**config.mk**
```make
export PLATFORM = sky130hd
export DESIGN_NAME = uart_tx
export DESIGN_NICKNAME = d
export VERILOG_FILES = /design/src/rtl/uart_tx_pkg.sv /design/src/rtl/uart_tx_fifo.sv /design/src/rtl/uart_tx.sv
export SDC_FILE = /design/constraint.sdc
export NUM_CORES = 1
export LEC_CHECK = 0
export CAP_MARGIN = 20
export CORE_MARGIN = 2
export CORE_UTILIZATION = 25
export DETAILED_ROUTE_END_ITERATION = 8
export GPL_TIMING_DRIVEN = 0
export PLACE_DENSITY = 0.44
export SLEW_MARGIN = 20
export SYNTH_ARGS = -nofsm -noshare
export SYNTH_HDL_FRONTEND = slang
export SYNTH_SLANG_ARGS = --single-unit
export TNS_END_PERCENT = 30
```
**constraint.sdc**
```tcl
create_clock -name clk -period 7.6 [get_ports clk]
set_input_delay 1.52 -clock clk [delete_from_list [all_inputs] [get_ports clk]]
set_output_delay 1.52 -clock clk [all_outputs]
set_load 0.01 [all_outputs]
```
**src/rtl/uart_tx_pkg.sv**
```systemverilog
// Shared UART definitions: FSM encodings, frame constants and baud divider rounding.
// Kept separate so a future receiver can reuse the same constants.
package uart_tx_pkg;

    typedef enum logic [1:0] {
        UART_IDLE  = 2'd0,
        UART_START = 2'd1,
        UART_DATA  = 2'd2,
        UART_STOP  = 2'd3
    } uart_state_t;

    localparam int UART_DATA_BITS  = 8;
    localparam int UART_FRAME_BITS = 10;

    // Clock cycles per bit, rounded to nearest.
    function automatic int uart_div(input int clk_hz, input int baud);
        return (clk_hz + baud / 2) / baud;
    endfunction

endpackage

```
**src/rtl/uart_tx_fifo.sv**
```systemverilog
// Byte FIFO in front of the transmitter: register-array storage, head word always visible,
// level counter separates full from empty because the pointers wrap modulo DEPTH.
module uart_tx_fifo
    import uart_tx_pkg::*;
#(
    parameter int DEPTH = 4,
    parameter int WIDTH = 8
) (
    input  logic                     clk,
    input  logic                     rst,
    input  logic                     i_push,
    input  logic [WIDTH-1:0]         i_data,
    input  logic                     i_pop,
    output logic [WIDTH-1:0]         o_head,
    output logic                     o_full,
    output logic                     o_empty,
    output logic [$clog2(DEPTH):0]   o_level,
    output logic [$clog2(DEPTH):0]   o_level_nx
);

    localparam int PW = $clog2(DEPTH);
    localparam int LW = PW + 1;

    generate
        if (DEPTH < 2 || (DEPTH & (DEPTH - 1)) != 0) begin : g_bad_depth
            $error("uart_tx_fifo: DEPTH must be a power of two and at least 2");
        end
    endgenerate

    logic [WIDTH-1:0] r_mem [DEPTH];
    logic [PW-1:0]    r_wr_ptr;
    logic [PW-1:0]    r_rd_ptr;
    logic [LW-1:0]    r_level;
    logic             w_push;
    logic             w_pop;

    // A push while full is dropped even when a pop happens on the same edge.
    assign w_push = i_push && !o_full;
    assign w_pop  = i_pop && !o_empty;

    always_comb begin
        o_level_nx = r_level;
        case ({w_push, w_pop})
            2'b10:   o_level_nx = r_level + LW'(1);
            2'b01:   o_level_nx = r_level - LW'(1);
            default: o_level_nx = r_level;
        endcase
    end

    always_ff @(posedge clk or posedge rst) begin
        if (rst) begin
            r_wr_ptr <= '0;
            r_rd_ptr <= '0;
            r_level  <= '0;
        end else begin
            if (w_push) r_wr_ptr <= r_wr_ptr + PW'(1);
            if (w_pop)  r_rd_ptr <= r_rd_ptr + PW'(1);
            r_level <= o_level_nx;
        end
    end

    always_ff @(posedge clk) begin
        if (w_push) r_mem[r_wr_ptr] <= i_data;
    end

    assign o_head  = r_mem[r_rd_ptr];
    assign o_full  = (r_level == LW'(DEPTH));
    assign o_empty = (r_level == '0);
    assign o_level = r_level;

endmodule

```
**src/rtl/uart_tx.sv**
```systemverilog
// 8N1 UART transmitter: FIFO-buffered bytes serialised LSB-first at a fixed baud rate.
// The tx flop follows the state of the previous cycle, so a frame starts two edges after a push.
module uart_tx
    import uart_tx_pkg::*;
#(
    parameter int CLK_FREQ_HZ = 25000000,
    parameter int BAUD        = 115200,
    parameter int FIFO_DEPTH  = 4
) (
    input  logic                          clk,
    input  logic                          rst,
    input  logic [7:0]                    wr_data,
    input  logic                          wr_valid,
    output logic                          wr_ready,
    output logic                          tx,
    output logic                          busy,
    output logic [$clog2(FIFO_DEPTH):0]   fifo_level
);

    localparam int DIV = uart_div(CLK_FREQ_HZ, BAUD);
    localparam int CW  = (DIV < 2) ? 1 : $clog2(DIV);
    localparam int IW  = $clog2(UART_DATA_BITS);
    localparam int LW  = $clog2(FIFO_DEPTH) + 1;
    localparam logic [CW-1:0] CNT_RELOAD = CW'(DIV - 1);
    localparam logic [IW-1:0] LAST_BIT   = IW'(UART_DATA_BITS - 1);

    generate
        if (DIV < 2) begin : g_bad_div
            $error("uart_tx: clock/baud ratio must give at least 2 cycles per bit");
        end
    endgenerate

    uart_state_t     r_state;
    uart_state_t     w_state_nx;
    logic [CW-1:0]   r_cnt;
    logic [CW-1:0]   w_cnt_nx;
    logic [IW-1:0]   r_idx;
    logic [IW-1:0]   w_idx_nx;
    logic [7:0]      r_shift;
    logic [7:0]      w_shift_nx;
    logic            r_tx;
    logic            r_busy;
    logic            w_pop;
    logic            w_push;
    logic            w_full;
    logic            w_empty;
    logic [7:0]      w_head;
    logic [LW-1:0]   w_level;
    logic [LW-1:0]   w_level_nx;

    assign w_push = wr_valid && !w_full;

    uart_tx_fifo #(
        .DEPTH (FIFO_DEPTH),
        .WIDTH (8)
    ) u_fifo (
        .clk        (clk),
        .rst        (rst),
        .i_push     (w_push),
        .i_data     (wr_data),
        .i_pop      (w_pop),
        .o_head     (w_head),
        .o_full     (w_full),
        .o_empty    (w_empty),
        .o_level    (w_level),
        .o_level_nx (w_level_nx)
    );

    always_comb begin
        w_state_nx = r_state;
        w_cnt_nx   = r_cnt;
        w_idx_nx   = r_idx;
        w_shift_nx = r_shift;
        w_pop      = 1'b0;
        case (r_state)
            UART_IDLE: begin
                if (!w_empty) begin
                    w_pop      = 1'b1;
                    w_shift_nx = w_head;
                    w_idx_nx   = '0;
                    w_cnt_nx   = CNT_RELOAD;
                    w_state_nx = UART_START;
                end
            end
            UART_START: begin
                if (r_cnt == '0) begin
                    w_cnt_nx   = CNT_RELOAD;
                    w_state_nx = UART_DATA;
                end else begin
                    w_cnt_nx = r_cnt - 1'b1;
                end
            end
            UART_DATA: begin
                if (r_cnt == '0) begin
                    w_cnt_nx   = CNT_RELOAD;
                    w_shift_nx = {1'b0, r_shift[7:1]};
                    if (r_idx == LAST_BIT) begin
                        w_state_nx = UART_STOP;
                    end else begin
                        w_idx_nx = r_idx + 1'b1;
                    end
                end else begin
                    w_cnt_nx = r_cnt - 1'b1;
                end
            end
            UART_STOP: begin
                if (r_cnt == '0) begin
                    // Chain straight into the next start bit so queued frames are contiguous.
                    if (!w_empty) begin
                        w_pop      = 1'b1;
                        w_shift_nx = w_head;
                        w_idx_nx   = '0;
                        w_cnt_nx   = CNT_RELOAD;
                        w_state_nx = UART_START;
                    end else begin
                        w_state_nx = UART_IDLE;
                    end
                end else begin
                    w_cnt_nx = r_cnt - 1'b1;
                end
            end
            default: w_state_nx = UART_IDLE;
        endcase
    end

    always_ff @(posedge clk or posedge rst) begin
        if (rst) begin
            r_state <= UART_IDLE;
            r_cnt   <= '0;
            r_idx   <= '0;
            r_shift <= '0;
            r_tx    <= 1'b1;
            r_busy  <= 1'b0;
        end else begin
            r_state <= w_state_nx;
            r_cnt   <= w_cnt_nx;
            r_idx   <= w_idx_nx;
            r_shift <= w_shift_nx;
            case (r_state)
                UART_START: r_tx <= 1'b0;
                UART_DATA:  r_tx <= r_shift[0];
                default:    r_tx <= 1'b1;
            endcase
            r_busy <= (w_state_nx != UART_IDLE) || (w_level_nx != '0);
        end
    end

    assign wr_ready   = !w_full;
    assign tx         = r_tx;
    assign busy       = r_busy;
    assign fifo_level = w_level;

endmodule

```
==> results of run 1 <==
-- per-layer routing --
layer | vias up | routed length (µm) | track usage
met5 | - | 0 | 0
met4 | 0 | 97 | 0.0488
met3 | 7 | 195 | 0.0275
met2 | 34 | 2620 | 0.148
met1 | 923 | 3040 | 0.141
li1 | 907 | - | -
-- logic make-up after synthesis --
group / after synthesis / share of synthesized area
xor+xnor: 7 / 0.0202
flops: 62 / 0.565
compound gates: 37 / 0.0896
fa+ha+maj: 15 / 0.0644
mux: 20 / 0.104
buf+inv: 23 / 0.0318
simple gates: 67 / 0.125
-- Yosys cell counts, types with 3 or more instances --
| library cell | n |
|---|---|
| inv_1 | 15 |
| a22o_1 | 3 |
| mux2_2 | 11 |
| dfrtp_1 | 29 |
| clkbuf_1 | 5 |
| nor2_1 | 12 |
| nand3_1 | 3 |
| and3_1 | 5 |
| mux4_2 | 8 |
| ha_1 | 14 |
| a21oi_1 | 6 |
| o21ai_0 | 7 |
| edfxtp_1 | 32 |
| xnor2_1 | 4 |
| nor3_1 | 3 |
| nand2_1 | 25 |
| xor2_1 | 3 |
-- stage by stage --
stage,hold slack (ns),util,setup WS [ns],total power (µW),cells
final,0.488,0.310,4.33,1570,410
after global routing,0.512,0.310,4.19,1690,410
after CTS,0.498,0.310,4.32,1590,410
after detailed placement,0.485,0.283,3.98,1140,394
after global placement,0.474,0.283,3.98,1140,394
after floorplan,0.449,-,4.65,979,231
-- flip-flops by register name (all words and copies together) (netlist names) --
name and flops:
u_fifo.r_rd_ptr 2, busy 1, r_idx 3, r_shift 8, u_fifo.r_mem 32, tx 1, r_state 2, u_fifo.r_wr_ptr 2
u_fifo.o_level 3, r_cnt 8
-- worst reg2reg max path, delay by kind of cell, from the launching register on --
kind                     cells  cell delay, ns
multiplexers                 1            0.28
buffers and inverters        1            0.10
AO/OA/AOI/OAI                2            0.29
flip-flops                   1            0.39
adder cells (fa/ha/maj)      3            0.86
AND/OR/NAND/NOR              3            0.74
-- power groups by stage --
stage | clock (µW) | combinational, µW | sequential [µW]
2_1_floorplan | 0 | 436 | 542
3_3_place_gp | 0 | 587 | 555
3_5_place_dp | 0 | 587 | 556
4_1_cts | 452 | 591 | 551
5_1_grt | 467 | 657 | 566
6_report | 438 | 581 | 550
-- path summary, 6_finish.rpt --
kind / cells past startpoint / from / end / slack, ns
max in group asynchronous: 2 / rst / r_cnt[7] / 5.56
max: 9 / wr_valid / busy / 4.33
min reg2reg: 1 / r_shift[0] / tx / 0.49
max reg2reg: 10 / r_cnt[0] / busy / 4.81
min: 1 / r_shift[0] / tx / 0.49
min in group asynchronous: 2 / rst / r_shift[3] / 1.62
-- layout make-up --
cell class | count | area, µm² | share of cell area
clock inverter | 7 | 97.6 | 0.0264
clock buffer | 9 | 225 | 0.0609
multi-input combinational | 146 | 1220 | 0.330
tap | 147 | 184 | 0.0497
sequential | 62 | 1710 | 0.463
buffer | 8 | 40.0 | 0.0108
timing repair buffer | 16 | 160 | 0.0433
inverter | 15 | 56.3 | 0.0152
==> results.sh, run 1 <==
export IMPL_outcome="complete, no violations"
export IMPL_period_minus_slack_ns=3.27
export IMPL_synth_top_area_frac=0.317
export IMPL_numCtsBuffers=9
export IMPL_placedInstanceArea_um2=3370
export IMPL_vias=1871
export IMPL_gp_congestion=0.748
export IMPL_antenna_found_initial=0
export IMPL_finalClockSkew_ns=0.00627
export IMPL_hold_class="reg2reg"
export IMPL_worstPathRequired_ns=7.78
export IMPL_fin_area_um2=3700
export IMPL_clock_path_buffers=2
export IMPL_cp_max_fo=5
export IMPL_clk_latency_ns=0.33
export IMPL_crit_arrival_ns=3.45
export IMPL_intPower_uw=1030
export IMPL_ios=17
export IMPL_max_freq_ghz=0.306
export IMPL_slowest_delay_ns=0.51
export IMPL_p_clk_frac=0.279
export IMPL_wl_um=5950
export IMPL_crit_slowest_cell="clkdlybuf4s50_1"
export IMPL_die_area_um2=13000
export IMPL_dp_hpwl_um=4020
export IMPL_num_antenna_cells=0
export IMPL_hold_viol=0
export IMPL_grt_max_degree=31
export IMPL_grt_pass1_wl_um=10000
export IMPL_cts_setup_buffers=0
export IMPL_min_period_over_period=0.430
export IMPL_path_cells="clkdlybuf4s50_1 -> and2_1 -> inv_1 -> ha_1 -> fa_1 -> xnor2_1 -> nor2_1 -> xnor2_1 -> o2111ai_1"
export IMPL_critPathTopFamily="adder cells"
export IMPL_final_layout_size_suffix_gt1_frac=0.194
export IMPL_first_pass_iters=4
export IMPL_switching_share=0.341
export IMPL_worst_pin_slew_ns=0.653
export IMPL_drtIter0Drc=167
export IMPL_cp_buffers_inverters=2
export IMPL_syn_nets=257
export IMPL_finalSetupViolCount=0
export IMPL_synth_cell_types=52
export IMPL_grt_pass1_vias=1911
export IMPL_leakagePower_uw=0.00147
export IMPL_maxCapViolations=0
export IMPL_p_switching_uw=535
export IMPL_synth_edf_count=32
export IMPL_final_net_count=284
export IMPL_grtUsageTotal=0.102
export IMPL_synth_seq_cells=62
export IMPL_seq_area_frac_synth=0.565
export IMPL_final_cell_mix="32 x edfxtp_1, 29 x dfrtp_1, 25 x nand2_1"
export IMPL_rsz0062_at_grt="no"
export IMPL_drc=0
export IMPL_drv_slew=0
export IMPL_synth_cells=231
export IMPL_route_antenna_remaining_nets=0
export IMPL_p_comb_frac=0.370
export IMPL_holdBufCountCts=0
export IMPL_yosys_top_cells_area="edfxtp_1 32%, dfrtp_1 24%, mux4_2 5.9%"
export IMPL_row_count=40
export IMPL_htreeDepth=3
export IMPL_fp_dieW_um=114
export IMPL_post_cts_resize_count=0
export IMPL_startpoint_type="input pin"
export IMPL_cts_sinks=62
export IMPL_fill_cells=1221
export IMPL_initial_core_util=0.254
export IMPL_syn2layout_area_growth_pct=22.0
export IMPL_overflow=0
export IMPL_slew_headroom=0.564
export IMPL_core_area_um2=11900
export IMPL_path_class="in2reg"
export IMPL_drt_vias_per_instance=4.56
export IMPL_syn_area_per_cell_um2=13.1
export IMPL_cpMostUsedCell="xnor2_1"
export IMPL_pwr_share_seq=0.351
export IMPL_io_buffers=16
export IMPL_endpoint_kind="register"
export IMPL_power_density_nw_per_um2=424
export IMPL_ys_async_sr_fraction=0.484
export IMPL_tritoncts="built"
export IMPL_yosys_warnings=0
export IMPL_wire_per_inst_um=14.5
export IMPL_cts_root_buf="clkbuf_16"
export IMPL_final_common_cell="edfxtp_1"
export IMPL_synthFlopType="edfxtp_1"
export IMPL_synth_top_area_cell="edfxtp_1"
export IMPL_peakVddDrop_v=0.000171
export IMPL_die_h_um=114
export IMPL_clk_pin_slew_ns=0.06
export IMPL_syn_area_um2=3030
export IMPL_tns_ns=0
Note: power is estimated with default switching activity, not from simulation.
==> run 2, diff against run 1 <==
Settings changed: PLACE_DENSITY 0.44 to 0.45.
Clock period 7.6 ns to 2.7 ns, I/O delays scaled along.
==> run 2 against run 1 <==
Against the previous run: routed wire length down 1.3%; die area unchanged; sequential share of layout area down 0.22 points; clock-buffer cell count unchanged; utilization up 0.15 points; clock skew down 0.0012 ns; hold slack better by 0.014 ns; final cell count up 1.2%; via count up 0.37%; final area up 0.47%; power rose to 2.8 times the previous value.
==> results.sh, run 2 (synthesized netlist as in run 1, its figures left out) <==
export IMPL_outcome="complete, no violations"
export IMPL_period_minus_slack_ns=2.59
export IMPL_die_h_um=114
export IMPL_initial_core_util=0.254
export IMPL_worst_pin_slew_ns=0.680
export IMPL_peakVddDrop_v=0.000559
export IMPL_drtIter0Drc=91
export IMPL_startpoint_type="register"
export IMPL_drc=0
export IMPL_multi_input_area_um2=1240
export IMPL_leakagePower_uw=0.00147
export IMPL_first_pass_iters=4
export IMPL_endpoint_kind="register"
export IMPL_finalSetupViolCount=0
export IMPL_path_class="reg2reg"
export IMPL_clk_pin_slew_ns=0.06
export IMPL_antenna_found_initial=0
export IMPL_hold_class="reg2reg"
export IMPL_route_antenna_remaining_nets=0
export IMPL_cp_max_fo=10
export IMPL_largest_registers="u_fifo.r_mem: 32 flops, r_cnt: 8 flops, r_shift: 8 flops"
export IMPL_max_freq_ghz=0.386
export IMPL_final_layout_size_suffix_gt1_frac=0.228
export IMPL_crit_slowest_cell="dfrtp_1"
export IMPL_final_common_cell="edfxtp_1"
export IMPL_finalClockSkew_ns=0.00511
export IMPL_largest_reg_flops=32
export IMPL_path_cells="nor4_4 -> buf_6 -> a31oi_4 -> nor3_4 -> ha_2 -> fa_1 -> mux2_2 -> nor2_1 -> o2111ai_1"
export IMPL_final_net_count=289
export IMPL_num_antenna_cells=0
export IMPL_drv_slew=0
export IMPL_regMostFlops="u_fifo.r_mem"
export IMPL_cts_root_buf="clkbuf_16"
export IMPL_power_density_nw_per_um2=1170
export IMPL_numCtsBuffers=9
export IMPL_total_power_uw=4330
export IMPL_min_period_over_period=0.960
export IMPL_regArea_um2=1710
export IMPL_placedInstanceArea_um2=3370
export IMPL_dp_cells=394
export IMPL_wl_um=5870
export IMPL_syn2layout_area_growth_pct=22.6
export IMPL_grtUsageTotal=0.0994
export IMPL_instances_no_fill=415
export IMPL_maxCapViolations=0
export IMPL_clk_latency_ns=0.33
export IMPL_grt_pass1_wl_um=9820
export IMPL_slowest_delay_ns=0.44
export IMPL_dp_hpwl_um=4040
export IMPL_worstPathRequired_ns=2.88
export IMPL_drt_vias_per_instance=4.53
export IMPL_crit_arrival_ns=2.78
export IMPL_fp_dieW_um=114
export IMPL_wire_per_inst_um=14.2
export IMPL_cts_sinks=62
export IMPL_holdBufCountCts=0
export IMPL_htreeDepth=3
export IMPL_overflow=0
export IMPL_hold_viol=0
export IMPL_grt_pass1_vias=1947
export IMPL_slew_headroom=0.546
export IMPL_grt_max_degree=31
export IMPL_clock_path_buffers=2
export IMPL_fill_cells=1183
export IMPL_ios=17
export IMPL_io_buffers=16
export IMPL_gp_congestion=0.743
export IMPL_tritoncts="built"
export IMPL_core_area_um2=11900
export IMPL_row_count=40
export IMPL_vias=1878
export IMPL_die_area_um2=13000
export IMPL_final_cell_mix="32 x edfxtp_1, 29 x dfrtp_1, 25 x nand2_1"
export IMPL_fin_area_um2=3710
## run 2: changes by cell type in the layout (fill, tap and decap cells not counted), sizes merged
cell / change
bufinv: -2
buf: +5
clkinvlp: +1
clkinv: -1
inv: +2
## run 2: final timing paths
| check | slack [ns] | cells past startpoint | endpoint | from |
|---|---|---|---|---|
| worst max-delay path | 0.11 | 9 | busy | r_cnt[6] |
| worst min-delay path | 0.50 | 1 | r_shift[1] | r_shift[1] |
| worst max register to register | 0.11 | 9 | busy | r_cnt[6] |
| worst min register to register | 0.50 | 1 | r_shift[1] | r_shift[1] |
| max in group asynchronous | 1.62 | 2 | r_state[1] | rst |
| min in group asynchronous | 0.64 | 2 | r_shift[3] | rst |
## run 2: repair_timing
item,CTS,global route
pin swaps,0,3
gates resized for setup,1,5
endpoints found under the setup margin,1,1
gates cloned,0,0
buffers inserted,1,4
endpoints found under the hold margin,0,0
## run 2: worst max-delay path, delay by kind of cell, from the launching register on
kind	cells	cell delay, ns
buffers and inverters	1	0.19
AO/OA/AOI/OAI	2	0.22
adder cells (fa/ha/maj)	2	0.63
multiplexers	1	0.28
flip-flops	1	0.44
AND/OR/NAND/NOR	3	0.68
## run 2: layer usage
layer / part of all wire / track usage / vias to the layer above
met5: 0 / 0 / -
met4: 0.018 / 0.0423 / 0
met3: 0.033 / 0.0323 / 6
met2: 0.46 / 0.151 / 32
met1: 0.49 / 0.131 / 924
li1: - / - / 916
## run 2: final cells by class
| cell class | count | share of cell area |
|---|---|---|
| buffer | 8 | 0.0108 |
| inverter | 15 | 0.0152 |
| tap | 147 | 0.0495 |
| sequential | 62 | 0.461 |
| clock inverter | 7 | 0.0155 |
| timing repair buffer | 21 | 0.0532 |
| clock buffer | 9 | 0.0606 |
| multi-input combinational | 146 | 0.334 |
## run 2: where the power goes
part	switching [µW]	leakage (µW)	internal, µW	total [µW]
Sequential	231	0.000654	1320	1550
Clock	444	0.000134	632	1080
Combinational	868	0.000684	834	1700
## run 2: per-stage QoR
stage	hold slack [ns]	utilization	setup TNS, ns	worst slack [ns]
4_1_cts	0.505	0.308	0	0.00648
3_3_place_gp	0.479	0.283	-0.121	-0.121
6_report	0.502	0.312	0	0.108
5_1_grt	0.520	0.312	-0.00264	-0.00264
2_1_floorplan	0.449	-	0	0.215
3_5_place_dp	0.483	0.283	-0.149	-0.149
==> run 3, diff against run 2 <==
Settings changed: ABC_AREA set to 0.
==> results of run 3 <==
No change in the layout: final DEF, timing and power equal those of run 2.
